==> src/rtl/cw_decoder_ctrl.sv <==
// Sequencer around decoder_top: loads NUM_WORDS codewords, pulses start, packs the
// serial decoded bits LSB-first into OUT_W-bit words and streams them out through a small FIFO.
module cw_decoder_ctrl #(
  parameter int CW_W       = 20,
  parameter int NUM_WORDS  = 8,
  parameter int OUT_W      = 8,
  parameter int FIFO_DEPTH = 4,
  parameter int TIMEOUT    = 1024
) (
  input  logic             clk,
  input  logic             rst_b,
  input  logic             in_valid,
  input  logic [CW_W-1:0]  in_data,
  output logic             in_ready,
  output logic             dec_wr_en,
  output logic [CW_W-1:0]  dec_msg_bype,
  output logic             dec_start,
  input  logic             dec_bin_msg,
  input  logic             dec_msg_rdy,
  input  logic             dec_msg_done,
  output logic             out_valid,
  output logic [OUT_W-1:0] out_data,
  output logic             out_last,
  input  logic             out_ready,
  output logic             busy,
  output logic             err_timeout,
  output logic             err_ovf,
  output logic [15:0]      blk_cnt
);

  localparam int WC_W  = $clog2(NUM_WORDS + 1);
  localparam int BC_W  = (OUT_W > 1) ? $clog2(OUT_W) : 1;
  localparam int TMO_W = $clog2(TIMEOUT + 1);
  localparam int PTR_W = (FIFO_DEPTH > 1) ? $clog2(FIFO_DEPTH) : 1;

  typedef enum logic [2:0] {
    S_IDLE  = 3'd0,
    S_LOAD  = 3'd1,
    S_START = 3'd2,
    S_RUN   = 3'd3,
    S_FLUSH = 3'd4
  } state_t;

  state_t             state_r, state_nxt_s;
  logic [WC_W-1:0]    wcnt_r;
  logic [BC_W-1:0]    bitcnt_r;
  logic               full_r;
  logic [OUT_W-1:0]   pack_r;
  logic [TMO_W-1:0]   tmo_r;
  logic [OUT_W:0]     mem_r [FIFO_DEPTH];
  logic [PTR_W:0]     wptr_r, rptr_r;

  logic               xfer_s, tmo_hit_s, fifo_empty_s, fifo_full_s;
  logic               push_s, pop_s, do_push_s, ovf_s;
  logic [OUT_W:0]     push_data_s;

  assign xfer_s       = (state_r == S_LOAD) && in_valid;
  assign tmo_hit_s    = (state_r == S_RUN) && !dec_msg_rdy && !dec_msg_done &&
                        (tmo_r == TMO_W'(TIMEOUT - 1));
  assign fifo_empty_s = (wptr_r == rptr_r);
  assign fifo_full_s  = (wptr_r[PTR_W] != rptr_r[PTR_W]) &&
                        (wptr_r[PTR_W-1:0] == rptr_r[PTR_W-1:0]);
  assign pop_s        = !fifo_empty_s && out_ready;
  assign do_push_s    = push_s && (!fifo_full_s || pop_s);
  assign ovf_s        = push_s && fifo_full_s && !pop_s;

  // State register
  always_ff @(posedge clk or negedge rst_b) begin
    if (!rst_b) state_r <= S_IDLE;
    else        state_r <= state_nxt_s;
  end

  // Next-state logic
  always_comb begin
    state_nxt_s = state_r;
    case (state_r)
      S_IDLE:  state_nxt_s = fifo_empty_s ? S_LOAD : S_IDLE;
      S_LOAD:  state_nxt_s = (xfer_s && wcnt_r == WC_W'(NUM_WORDS - 1)) ? S_START : S_LOAD;
      S_START: state_nxt_s = S_RUN;
      S_RUN: begin
        if (dec_msg_done)   state_nxt_s = S_FLUSH;
        else if (tmo_hit_s) state_nxt_s = S_IDLE;
        else                state_nxt_s = S_RUN;
      end
      S_FLUSH: state_nxt_s = S_IDLE;
      default: state_nxt_s = S_IDLE;
    endcase
  end

  // State-decoded outputs; codeword passthrough to the decoder is combinational
  always_comb begin
    in_ready     = 1'b0;
    dec_wr_en    = 1'b0;
    dec_msg_bype = {CW_W{1'b0}};
    dec_start    = 1'b0;
    busy         = 1'b1;
    case (state_r)
      S_IDLE:  busy = 1'b0;
      S_LOAD: begin
        in_ready     = 1'b1;
        dec_wr_en    = in_valid;
        dec_msg_bype = in_valid ? in_data : {CW_W{1'b0}};
      end
      S_START: dec_start = 1'b1;
      default: busy = 1'b1;
    endcase
  end

  // A full pack word waits until the next bit arrives (not last) or the block flushes (last)
  always_comb begin
    push_s      = 1'b0;
    push_data_s = {(OUT_W + 1){1'b0}};
    if (state_r == S_RUN && dec_msg_rdy && full_r) begin
      push_s      = 1'b1;
      push_data_s = {1'b0, pack_r};
    end else if (state_r == S_FLUSH && (bitcnt_r != BC_W'(0) || full_r)) begin
      push_s      = 1'b1;
      push_data_s = {1'b1, pack_r};
    end else begin
      push_s      = 1'b0;
    end
  end

  // Word, bit and timeout counters plus the pack register
  always_ff @(posedge clk or negedge rst_b) begin
    if (!rst_b) begin
      wcnt_r   <= '0;
      bitcnt_r <= '0;
      full_r   <= 1'b0;
      pack_r   <= '0;
      tmo_r    <= '0;
    end else begin
      wcnt_r <= (state_r == S_LOAD) ? (xfer_s ? wcnt_r + WC_W'(1) : wcnt_r) : WC_W'(0);
      if (state_r != S_RUN || dec_msg_rdy || dec_msg_done) tmo_r <= '0;
      else                                                 tmo_r <= tmo_r + TMO_W'(1);
      if (state_r != S_RUN) begin
        bitcnt_r <= '0;
        full_r   <= 1'b0;
        pack_r   <= '0;
      end else if (dec_msg_rdy) begin
        if (full_r) begin
          pack_r   <= {{(OUT_W - 1){1'b0}}, dec_bin_msg};
          bitcnt_r <= BC_W'(1);
          full_r   <= 1'b0;
        end else begin
          pack_r[bitcnt_r] <= dec_bin_msg;
          if (bitcnt_r == BC_W'(OUT_W - 1)) begin
            bitcnt_r <= '0;
            full_r   <= 1'b1;
          end else begin
            bitcnt_r <= bitcnt_r + BC_W'(1);
          end
        end
      end
    end
  end

  // Output FIFO storage and pointers
  always_ff @(posedge clk or negedge rst_b) begin
    if (!rst_b) begin
      wptr_r <= '0;
      rptr_r <= '0;
      for (int i = 0; i < FIFO_DEPTH; i++) mem_r[i] <= '0;
    end else begin
      if (do_push_s) begin
        mem_r[wptr_r[PTR_W-1:0]] <= push_data_s;
        wptr_r <= wptr_r + (PTR_W + 1)'(1);
      end
      if (pop_s) rptr_r <= rptr_r + (PTR_W + 1)'(1);
    end
  end

  assign out_valid = !fifo_empty_s;
  assign out_data  = fifo_empty_s ? {OUT_W{1'b0}} : mem_r[rptr_r[PTR_W-1:0]][OUT_W-1:0];
  assign out_last  = fifo_empty_s ? 1'b0 : mem_r[rptr_r[PTR_W-1:0]][OUT_W];

  // Sticky error flags and completed-block counter
  always_ff @(posedge clk or negedge rst_b) begin
    if (!rst_b) begin
      err_timeout <= 1'b0;
      err_ovf     <= 1'b0;
      blk_cnt     <= 16'd0;
    end else begin
      if (tmo_hit_s)          err_timeout <= 1'b1;
      if (ovf_s)              err_ovf     <= 1'b1;
      if (state_r == S_FLUSH) blk_cnt     <= blk_cnt + 16'd1;
    end
  end

endmodule

==> config.mk <==
export PLATFORM = sky130hd
export DESIGN_NAME = cw_decoder_ctrl
export DESIGN_NICKNAME = d
export VERILOG_FILES = /design/src/rtl/cw_decoder_ctrl.sv
export SDC_FILE = /design/constraint.sdc
export NUM_CORES = 1
export LEC_CHECK = 0
export BUFFER_PORTS_ARGS = -buffer_cell sky130_fd_sc_hd__buf_2
export CAP_MARGIN = 30
export CORE_UTILIZATION = 55
export DETAILED_ROUTE_END_ITERATION = 16
export GPL_ROUTABILITY_DRIVEN = 0
export PLACE_DENSITY = 0.77
export RECOVER_POWER = 100
export SYNTH_ARGS = -nofsm -noshare
export SYNTH_HDL_FRONTEND = slang
export SYNTH_SLANG_ARGS = --single-unit
==> constraint.sdc <==
create_clock -name clk -period 4.4 [get_ports clk]
set_input_delay 0.66 -clock clk [delete_from_list [all_inputs] [get_ports clk]]
set_output_delay 0.66 -clock clk [all_outputs]
set_load 0.05 [all_outputs]
==> out/results.ini, run 1 <==
[cts]
clock_sink_count=90
htree_num_levels=3
cts_root_buf=clkbuf_8
tritoncts_clock_tree=built
cts_repair_resize_count=0
cts_hold_repair.buffers=0
clk_transition_reported_paths_ps=80
setup_fix_buffers_added_after_clock_tree_synthesis=0
cts-buffers-inserted=9
max-clock-path-buffers=2
clock_insertion_delay_worst_skew_ps=350

[synth]
syn_nets=413
sequential_area_share_after_synthesis_pct=50.6
synth.most_common_cell=dfrtp_1
synth_top_cells_by_count=90 x dfrtp_1, 34 x mux2_2, 30 x nor2_1, 24 x and3_1, 18 x nand2_1
synth_area_leaders=dfrtp_1 51%, mux2_2 8.6%, mux4_2 4.6%, and3_1 3.4%, xnor2_1 3.3%
postSynthCellCount=375
edff_count_synth=0
synth.largest_area_cell=dfrtp_1
ys_warn_count=0
synth-async-reset-ratio_pct=100
synth_cell_types=43
ys_ff_latch=90
yosysTopAreaCellShare_pct=50.6
syn_area_per_cell_um2=11.9
synth_flop_type=dfrtp_1
synth_area_um2=4450

[routing]
drt_iter0_drc=139
dr_wl_cell_um=15.3
drt.antenna.violating_nets=0
via_count=3057
detail_route.wirelength_mm=8.49
drt_first_pass_iters=4
routed_vias_inst=5.51
drcViolationCount=0

[final_layout]
layout-drive-gt1-share_pct=17.9
syn_to_final_growth_pct=12.0
finalCoreUtilization_pct=64.2
num-nets-final=487
stdcell_area_um2=4990
antennaDiodeCount=0

[timing]
timing.final.max_slew_violations=59
timing.final.hold_violations=0
period_needed_ps=3260
setup_viol=0
worstMarginPinSlew_ps=2500
fin_skew_ps=10.3
rsz0062_at_grt=no
post-route-period-util_pct=74.1
fmax_ghz=0.307
tns_ps=0
max-slew-margin-rel_pct=-67.0
setup_ws_ps=1140

[grt]
grt_pass1_vias=3022
grt_max_degree=49
remaining_overflow_grt=0
wire_length_of_the_first_global_routing_pass_mm=14.3
groute.usage.overall_pct=21.9
number_of_antenna_violations_at_the_first_check_in_global_routing=0

[pwr]
report.power.total_mw=2.01
p_per_area_nw_per_um2=403
peakVddDrop_mv=0.248
leakage_power_figure_nw=2.38

[floorplan]
floorplan.rows=32
floorplan.initialDensity_pct=57.3
die_width_um=92.0
design.core.area_um2=7770
die_h_um=92.0
die-area_um2=8460
i_o_pin_cnt=79

[critical_path]
critical_path_peak_fanout=10
worst-endpoint-required_ps=4630
critical_path.cell_chain=or3b_1 -> o22a_1 -> nor3b_1 -> mux2_2
worstPathArrival_ps=3490
crit_slowest_cell=nor3b_1
cp_class=register to register
max_stage_delay_ps=1300
worst_setup_path_end_kind=register
startpoint_type=register

[status]
outcome=finished with violations
failed_checks=max-capacitance violations, max-slew violations

[placement]
dp_hpwl_mm=5.95
detailedPlace.worstSlack_ps=1670
port-buffer-count=78
postPlaceCellArea_um2=4910

[flow_run]
maxCapViolCount=2

[worst_hold_path]
holdCritPathClass=register to register

==> area by class of cell <==
type / count / area [µm²]
clock buffer: 10 / 128
clock inverter: 5 / 80.1
fill: 630 / 2780
inverter: 15 / 56.3
multi-input combinational: 253 / 2010
sequential: 90 / 2250
tap: 102 / 128
timing repair buffer: 80 / 332
==> layer usage <==
layer | vias to the layer above | wire, µm | global-route usage [%]
li1 | 1470 | - | -
met1 | 1495 | 3730 | 27.5
met2 | 83 | 4300 | 37.7
met3 | 9 | 358 | 5.06
met4 | 0 | 96 | 6.38
met5 | - | 0 | 0
==> cells by family after synthesis <==
group	synth area share [%]
AOI/OAI and AO/OA	4.49
xor gates and xnor gates	6.49
adders and majority gates	3.09
buffers and inverters	2.98
DFF	50.6
muxes	15.2
and+or+nand+nor	17.2
==> cells in the final DEF, fill, tap and decap left out, drive strengths merged, types with 3 or more instances in the layout <==
master    n
a2bb2oi   6
and2     11
and3     24
buf      24
clkbuf   66
dfrtp    90
ha       11
inv      14
mux2     34
mux2i     9
mux4      9
nand2    18
nand3     9
nand3b    5
nand4     6
nor2     30
nor2b     3
nor3      6
nor3b     9
nor4      3
o21ai     4
o2bb2ai   5
or3       3
xnor2    17
xor2     16
==> sequential cells by signal (all words and copies together), names as in the netlist, 3 cells and up <==
signal    cells
bitcnt_r      3
wptr_r        3
pack_r        8
mem_r        36
state_r       3
wcnt_r        4
tmo_r        11
blk_cnt      16
rptr_r        3
==> critical path: cells and delay by family (launching register included) <==
kind	cells	cell delay (ps)
AOI/OAI and AO/OA	1	370
DFF	1	460
muxes	1	440
and+or+nand+nor	2	1880
==> worst paths after layout <==
kind / start / end / slack (ps) / cells after the start
min in group asynchronous: rst_b / tmo_r[1]$_DFF_PN0_ / 1080 / 1
setup / recovery: state_r[0]$_DFF_PN0_ / mem_r[34]$_DFFE_PN0P_ / 1140 / 4
setup reg to reg: state_r[0]$_DFF_PN0_ / mem_r[34]$_DFFE_PN0P_ / 1140 / 4
hold reg to reg: err_ovf$_DFFE_PN0P_ / err_ovf$_DFFE_PN0P_ / 460 / 1
max in group asynchronous: rst_b / mem_r[31]$_DFFE_PN0P_ / 1210 / 2
hold / removal: err_ovf$_DFFE_PN0P_ / err_ovf$_DFFE_PN0P_ / 460 / 1
==> power by group <==
group,total [mW],internal (mW),switching [mW]
Sequential,0.947,0.863,0.0845
Clock,0.596,0.316,0.280
Combinational,0.468,0.136,0.332
Total,2.01,1.32,0.697
==> per-stage QoR <==
| stage | hold WS [ps] | std cells |
|---|---|---|
| after floorplan | 364 | 375 |
| after global placement | 441 | 540 |
| after detailed placement | 448 | 540 |
| after CTS | 325 | 555 |
| after global routing | 492 | 555 |
| final | 460 | 555 |
Note: power is estimated with default switching activity, not from simulation.
==> run 2, diff against run 1 <==
--- a/config.mk
+++ b/config.mk
@@ -7,10 +7,10 @@
 export LEC_CHECK = 0
 export BUFFER_PORTS_ARGS = -buffer_cell sky130_fd_sc_hd__buf_2
 export CAP_MARGIN = 30
-export CORE_UTILIZATION = 55
+export CORE_UTILIZATION = 50
 export DETAILED_ROUTE_END_ITERATION = 16
 export GPL_ROUTABILITY_DRIVEN = 0
-export PLACE_DENSITY = 0.77
+export PLACE_DENSITY = 0.73
 export RECOVER_POWER = 100
 export SYNTH_ARGS = -nofsm -noshare
 export SYNTH_HDL_FRONTEND = slang
==> constraint.sdc (replaced) <==
create_clock -name clk -period 2.9 [get_ports clk]
set_input_delay 0.435 -clock clk [delete_from_list [all_inputs] [get_ports clk]]
set_output_delay 0.435 -clock clk [all_outputs]
set_load 0.05 [all_outputs]
==> run 2 against run 1 <==
Effect of this change:
- sequential cell count unchanged
- largest cell class unchanged
- final cell count up 2.3%
- clock skew is essentially flat
- clock-buffer cell count is 1 lower
- largest power group unchanged
- the run now ends clean
- via count grew 1.4%
- setup slack worse by 850 ps
- die area rose by 9.8%
- critical endpoint is now dec_msg_bype[0]
==> out/results.ini, run 2 (synthesis gave the netlist of run 1 again) <==
[status]
outcome=finished clean

[final_layout]
commonest_non_fill_non_tap_cells_in_the_layout=90 x dfrtp_1, 34 x mux2_2, 33 x buf_2, 33 x clkbuf_1, 30 x nor2_1
reg.largest.list=mem_r (36), blk_cnt (16), tmo_r (11)
syn_to_final_growth_pct=15.7
regMostFlops=mem_r
fillCellCount=747  ; +19%
finalCoreUtilization_pct=59.4  ; -4.8 points
layout-drive-gt1-share_pct=25.4  ; +7.6 points
antennaDiodeCount=0  ; unchanged
multiInputGateArea_um2=2040  ; +1.5%
num-nets-final=493  ; +1.2%
largest_register_ffs=36  ; unchanged
layout.cells.most_common=dfrtp_1
sequential_cell_area_um2=2250  ; unchanged

[floorplan]
die-area_um2=9290  ; +9.8%
i_o_pin_cnt=79  ; unchanged
die_width_um=96.4  ; +4.8%
floorplan.initialDensity_pct=51.3  ; -6.0 points
design.core.area_um2=8680  ; +12%
die_h_um=96.4  ; +4.8%
floorplan.rows=34  ; +6.3%

[cts]
cts_hold_repair.buffers=0  ; unchanged
cts_root_buf=clkbuf_8
setup_fix_buffers_added_after_clock_tree_synthesis=0  ; unchanged
max-clock-path-buffers=2  ; unchanged
cts-buffers-inserted=9  ; unchanged
cts_repair_resize_count=0  ; unchanged
tritoncts_clock_tree=built
clock_insertion_delay_worst_skew_ps=360  ; about the same
clk_transition_reported_paths_ps=90  ; about the same
clock_sink_count=90  ; unchanged
htree_num_levels=3  ; unchanged

[critical_path]
critical_path_peak_fanout=22  ; +12
path_buf_inv=3  ; +3
worst-endpoint-required_ps=2470  ; -2160 ps
critical_path.cell_chain=inv_1 -> nand3b_1 -> inv_1 -> and3_1 -> clkbuf_1
max_stage_delay_ps=460  ; -840 ps
startpoint_type=register
cp_class=register to output pin
cpMostUsedCell=inv_1
crit_slowest_cell=clkbuf_1
r2r_cells=7  ; +3
worstPathArrival_ps=2180  ; -1310 ps
number_of_logic_stages_on_the_critical_path_including_buffering=5  ; +1
worst_setup_path_end_kind=output pin
critPathTopFamily=buffers and inverters

[routing]
drcViolationCount=0  ; unchanged
drt.antenna.violating_nets=0  ; unchanged
drt_iter0_drc=88  ; -37%
detail_route.wirelength_mm=8.68  ; +2.3%
drt_first_pass_iters=4  ; unchanged
routed_vias_inst=5.46  ; -0.88%
via_count=3101  ; +1.4%
dr_wl_cell_um=15.3  ; about the same

[grt]
grt_max_degree=53  ; +8.2%
groute.usage.overall_pct=20.4  ; -1.5 points
grt_pass1_vias=3011  ; -0.36%
wire_length_of_the_first_global_routing_pass_mm=14.3  ; about the same
remaining_overflow_grt=0  ; unchanged
number_of_antenna_violations_at_the_first_check_in_global_routing=0  ; unchanged

[timing]
timing.final.hold_violations=0  ; unchanged
fin_skew_ps=10.4  ; +0.118 ps
max-slew-margin-rel_pct=15.1  ; +82 points
period_needed_ps=2610
fmax_ghz=0.383
timing.final.max_slew_violations=0  ; -100%
rsz0062_at_grt=no
worstMarginPinSlew_ps=1270  ; -1230 ps
setup_ws_ps=287  ; -852 ps
tns_ps=0  ; unchanged
setup_viol=0  ; unchanged
post-route-period-util_pct=90.1

[placement]
detailedPlace.worstSlack_ps=614  ; -1050 ps
dp_hpwl_mm=6.10  ; +2.5%
port-buffer-count=78  ; unchanged

[worst_hold_path]
holdCritPathClass=input port to async pin

[pwr]
p_per_area_nw_per_um2=648  ; +61%
report.power.total_mw=3.34  ; +66%
leakage_power_figure_nw=2.52  ; +6.0%
peakVddDrop_mv=0.342  ; +38%

[flow_run]
maxCapViolCount=0  ; -2

-- run 2: changes by cell type in the layout (fill, tap and decap cells not counted), moves of 3 or more --
| cell | previous run | this run |
|---|---|---|
| clkbuf_1 | 56 | 33 |
| clkbuf_2 | 1 | 17 |
| buf_2 | 24 | 33 |
| buf_4 | 0 | 3 |
| inv_6 | 0 | 3 |
| nor3b_1 | 9 | 6 |
| nor3b_2 | 0 | 3 |
-- run 2: cell type report --
class	count	area share, %
Clock buffer	9	2.40
Inverter	15	1.09
Clock inverter	7	2.84
Timing Repair Buffer	86	7.70
Multi-Input combinational cell	253	39.6
Sequential cell	90	43.7
Tap cell	108	2.62
-- run 2: worst register-to-register path, stage by stage, from the launching register on --
cell and delay, ps:
dfrtp_1 530, inv_1 80, ha_1 190, nor3b_1 150, o22a_1 310, nor3b_1 230, clkbuf_1 540, mux2_2 410
-- run 2: per-layer routing --
layer,global-route usage (%),routed length [µm],vias up
li1,-,-,1472
met1,26.8,3970,1537
met2,33.6,4200,82
met3,2.82,327,10
met4,9.56,187,0
met5,0,0,-
-- run 2: worst paths after layout --
path	slack, ps	from	end
worst max-delay path	290	state_r[1]$_DFF_PN0_	dec_msg_bype[0]
min in group clk	330	dec_msg_done	state_r[2]$_DFF_PN0_
worst max register to register	350	bitcnt_r[0]$_DFFE_PN0P_	mem_r[4]$_DFFE_PN0P_
max in group asynchronous	900	rst_b	state_r[2]$_DFF_PN0_
worst min register to register	480	err_ovf$_DFFE_PN0P_	err_ovf$_DFFE_PN0P_
worst min-delay path	320	rst_b	blk_cnt[9]$_DFFE_PN0N_
-- run 2: report_power, final --
part	switching, mW	internal [mW]
clock	0.469	0.669
sequential	0.0558	1.31
combinational	0.590	0.242
total	1.12	2.22
-- run 2: stage by stage --
step	cell area, µm²	hold WS, ps	cells
global route	5150	338	568
floorplan	4450	139	375
finish	5150	322	568
CTS	5240	103	568
detailed placement	4970	462	552
global placement	4970	452	552
==> run 3, diff against run 2 <==
--- a/config.mk
+++ b/config.mk
@@ -7,10 +7,11 @@
 export LEC_CHECK = 0
 export BUFFER_PORTS_ARGS = -buffer_cell sky130_fd_sc_hd__buf_2
 export CAP_MARGIN = 30
+export CORE_MARGIN = 1
 export CORE_UTILIZATION = 50
 export DETAILED_ROUTE_END_ITERATION = 16
 export GPL_ROUTABILITY_DRIVEN = 0
-export PLACE_DENSITY = 0.73
+export PLACE_DENSITY_LB_ADDON = 0.3
 export RECOVER_POWER = 100
 export SYNTH_ARGS = -nofsm -noshare
 export SYNTH_HDL_FRONTEND = slang
==> constraint.sdc (replaced) <==
create_clock -name clk -period 2.3 [get_ports clk]
set_input_delay 0.345 -clock clk [delete_from_list [all_inputs] [get_ports clk]]
set_output_delay 0.345 -clock clk [all_outputs]
set_load 0.05 [all_outputs]
==> run 3 against run 2 <==
Effect of this change:
- register-to-register slack got worse by 220 ps
- clock skew is 4.3 ps higher
- critical path depth fell by 1
- non-clock buffer count grew 11
- sequential power is 26% higher
- sequential cell count did not move
- critical path type unchanged
- critical endpoint is now out_data[1]
- largest cell class unchanged
- highest routed layer unchanged
==> out/results.ini, run 3 (synthesis gave the netlist of run 1 again) <==
[placement]
postPlaceCellArea_um2=5050  ; +1.6%
dp_hpwl_mm=6.12  ; +0.41%
placed_cells_incl_taps=561  ; +1.6%
port-buffer-count=78  ; unchanged
detailedPlace.worstSlack_ps=243  ; -371 ps

[timing]
period_needed_ps=2220
setup_ws_ps=84.7  ; -202 ps
fmax_ghz=0.451
setup_viol=0  ; unchanged
fin_skew_ps=14.7  ; +4.32 ps
max-slew-margin-rel_pct=27.2  ; +12 points
timing.final.hold_violations=0  ; unchanged
timing.final.max_slew_violations=0  ; unchanged
tns_ps=0  ; unchanged
post-route-period-util_pct=96.3
rsz0062_at_grt=no
worstMarginPinSlew_ps=1090  ; -182 ps

[floorplan]
floorplan.initialDensity_pct=51.3  ; unchanged
die-area_um2=9290  ; unchanged
floorplan.rows=34  ; unchanged
die_width_um=96.4  ; unchanged
die_h_um=96.4  ; unchanged
design.core.area_um2=8680  ; unchanged
i_o_pin_cnt=79  ; unchanged

[grt]
wire_length_of_the_first_global_routing_pass_mm=14.0  ; -2.2%
remaining_overflow_grt=0  ; unchanged
number_of_antenna_violations_at_the_first_check_in_global_routing=0  ; unchanged
groute.usage.overall_pct=20.1  ; -0.33 points
grt_pass1_vias=2950  ; -2.0%
grt_max_degree=49  ; -7.5%

[critical_path]
critical_path.cell_chain=xor2_1 -> or3b_4 -> and2_1 -> buf_2
critical_path_peak_fanout=13  ; -41%
worst_flop_to_flop_path_startpoint=state_r[0]$_DFF_PN0_
cp_class=register to output pin
startpoint_type=register
reg2reg_slack_ps=130  ; -220 ps
r2r_cells=5  ; -2
crit_slowest_cell=or3b_4
critical_path.reg2reg.endpoint=mem_r[20]$_DFFE_PN0P_
worst-endpoint-required_ps=1960  ; -510 ps
worstPathArrival_ps=1870  ; -310 ps
max_stage_delay_ps=500  ; +40 ps
worst_setup_path_end_kind=output pin

[final_layout]
sequential_cell_area_um2=2250  ; unchanged
commonest_non_fill_non_tap_cells_in_the_layout=90 x dfrtp_1, 35 x buf_2, 34 x mux2_2, 30 x nor2_1, 25 x clkbuf_1
reg.largest.list=mem_r (36), blk_cnt (16), tmo_r (11)
antennaDiodeCount=0  ; unchanged
regMostFlops=mem_r
layout-drive-gt1-share_pct=28.8  ; +3.4 points
fillCellCount=767  ; +2.7%
num-nets-final=505  ; +2.4%
multiInputGateArea_um2=2050  ; +0.49%
layout.cells.most_common=dfrtp_1
syn_to_final_growth_pct=17.1
count_of_non_filler_cells_in_the_finished_layout=580  ; +2.1%
stdcell_area_um2=5210  ; +1.2%
largest_register_ffs=36  ; unchanged

[worst_hold_path]
holdCritPathClass=input port to register
startpoint_of_the_worst_hold_path=dec_msg_done
timing.hold.worst_endpoint=state_r[2]$_DFF_PN0_
hold-path-cell-count=3

[routing]
drcViolationCount=0  ; unchanged
drt_first_pass_iters=5  ; +1
via_count=3097  ; -0.13%
drt_iter0_drc=89  ; +1.1%
routed_vias_inst=5.34  ; -2.2%
dr_wl_cell_um=14.9  ; -2.6%
drt.antenna.violating_nets=0  ; unchanged
detail_route.wirelength_mm=8.63  ; -0.55%

[cts]
htree_num_levels=3  ; unchanged
max-clock-path-buffers=2  ; unchanged
cts_root_buf=clkbuf_8
tritoncts_clock_tree=built
clk_transition_reported_paths_ps=90  ; about the same
cts-buffers-inserted=9  ; unchanged
clock_insertion_delay_worst_skew_ps=360  ; about the same
clock_sink_count=90  ; unchanged

[status]
outcome=finished clean

[pwr]
p_per_area_nw_per_um2=758  ; +17%
leakage_power_figure_nw=2.57  ; +2.0%
peakVddDrop_mv=0.603  ; +76%

[flow_run]
maxCapViolCount=0  ; unchanged

-- run 3: cell types whose count changed in the layout (fill, tap and decap cells not counted), moves of 2 or more --
cell	delta
buf_2	+2
inv_6	-2
clkinv_2	+2
clkbuf_2	+7
bufinv_16	-3
nor3b_4	+2
nor3b_2	-3
buf_4	+7
clkbuf_1	-8
clkinvlp_4	+4
-- run 3: per-layer routing --
layer,part of all wire (%),track usage (%)
met2,49,32.3
met1,45,26.7
met5,0,0
met4,2.1,8.09
met3,4.6,4.15
-- run 3: layout make-up --
cell class                 count  share of cell area [%]
tap                          108                    2.59
clock buffer                  10                    2.64
clock inverter                 6                    1.22
timing repair inverter         1                   0.144
multi-input combinational    253                    39.4
inverter                      15                    1.15
sequential                    90                    43.2
timing repair buffer          97                    9.70
-- run 3: timing repair --
action | 4_1_cts | 5_1_grt
setup buffers | 0 | 1
endpoints found under the hold margin | 35 | 0
gates cloned | 0 | 1
resized for setup | 2 | 2
endpoints found under the setup margin | 30 | 28
hold buffers | 1 | 0
pin swaps | 0 | 0
-- run 3: worst max path at each step --
stage                          startpoint                   end  cells past startpoint
global route        wptr_r[1]$_DFFE_PN0P_           out_data[0]                      4
detailed placement   state_r[0]$_DFF_PN0_  mem_r[4]$_DFFE_PN0P_                      5
global placement     state_r[0]$_DFF_PN0_  mem_r[4]$_DFFE_PN0P_                      5
CTS                  state_r[1]$_DFF_PN0_      dec_msg_bype[15]                      5
floorplan           rptr_r[2]$_DFFE_PN0P_           out_data[0]                      4
finish              wptr_r[1]$_DFFE_PN0P_           out_data[1]                      4
-- run 3: power by group --
group          switching [mW]  total, mW  internal [mW]  leakage [nW]
Sequential             0.0706       1.72           1.65          1.21
Clock                   0.563       1.10          0.532        0.0987
Combinational           0.775       1.13          0.357          1.26
-- run 3: critical path, delay by kind of cell (launching register included) --
kind | cells | cell delay (ps)
buffers and inverters | 1 | 200
flip-flops | 1 | 440
XOR/XNOR | 1 | 200
AND/OR/NAND/NOR | 2 | 670
-- run 3: per-stage QoR --
stage	utilization [%]	power (mW)	hold WS, ps
after floorplan	-	2.56	49.4
after global placement	58.1	2.83	373
after detailed placement	58.1	2.86	378
after CTS	60.7	3.98	221
after global routing	60.1	4.15	226
final	60.1	3.95	233
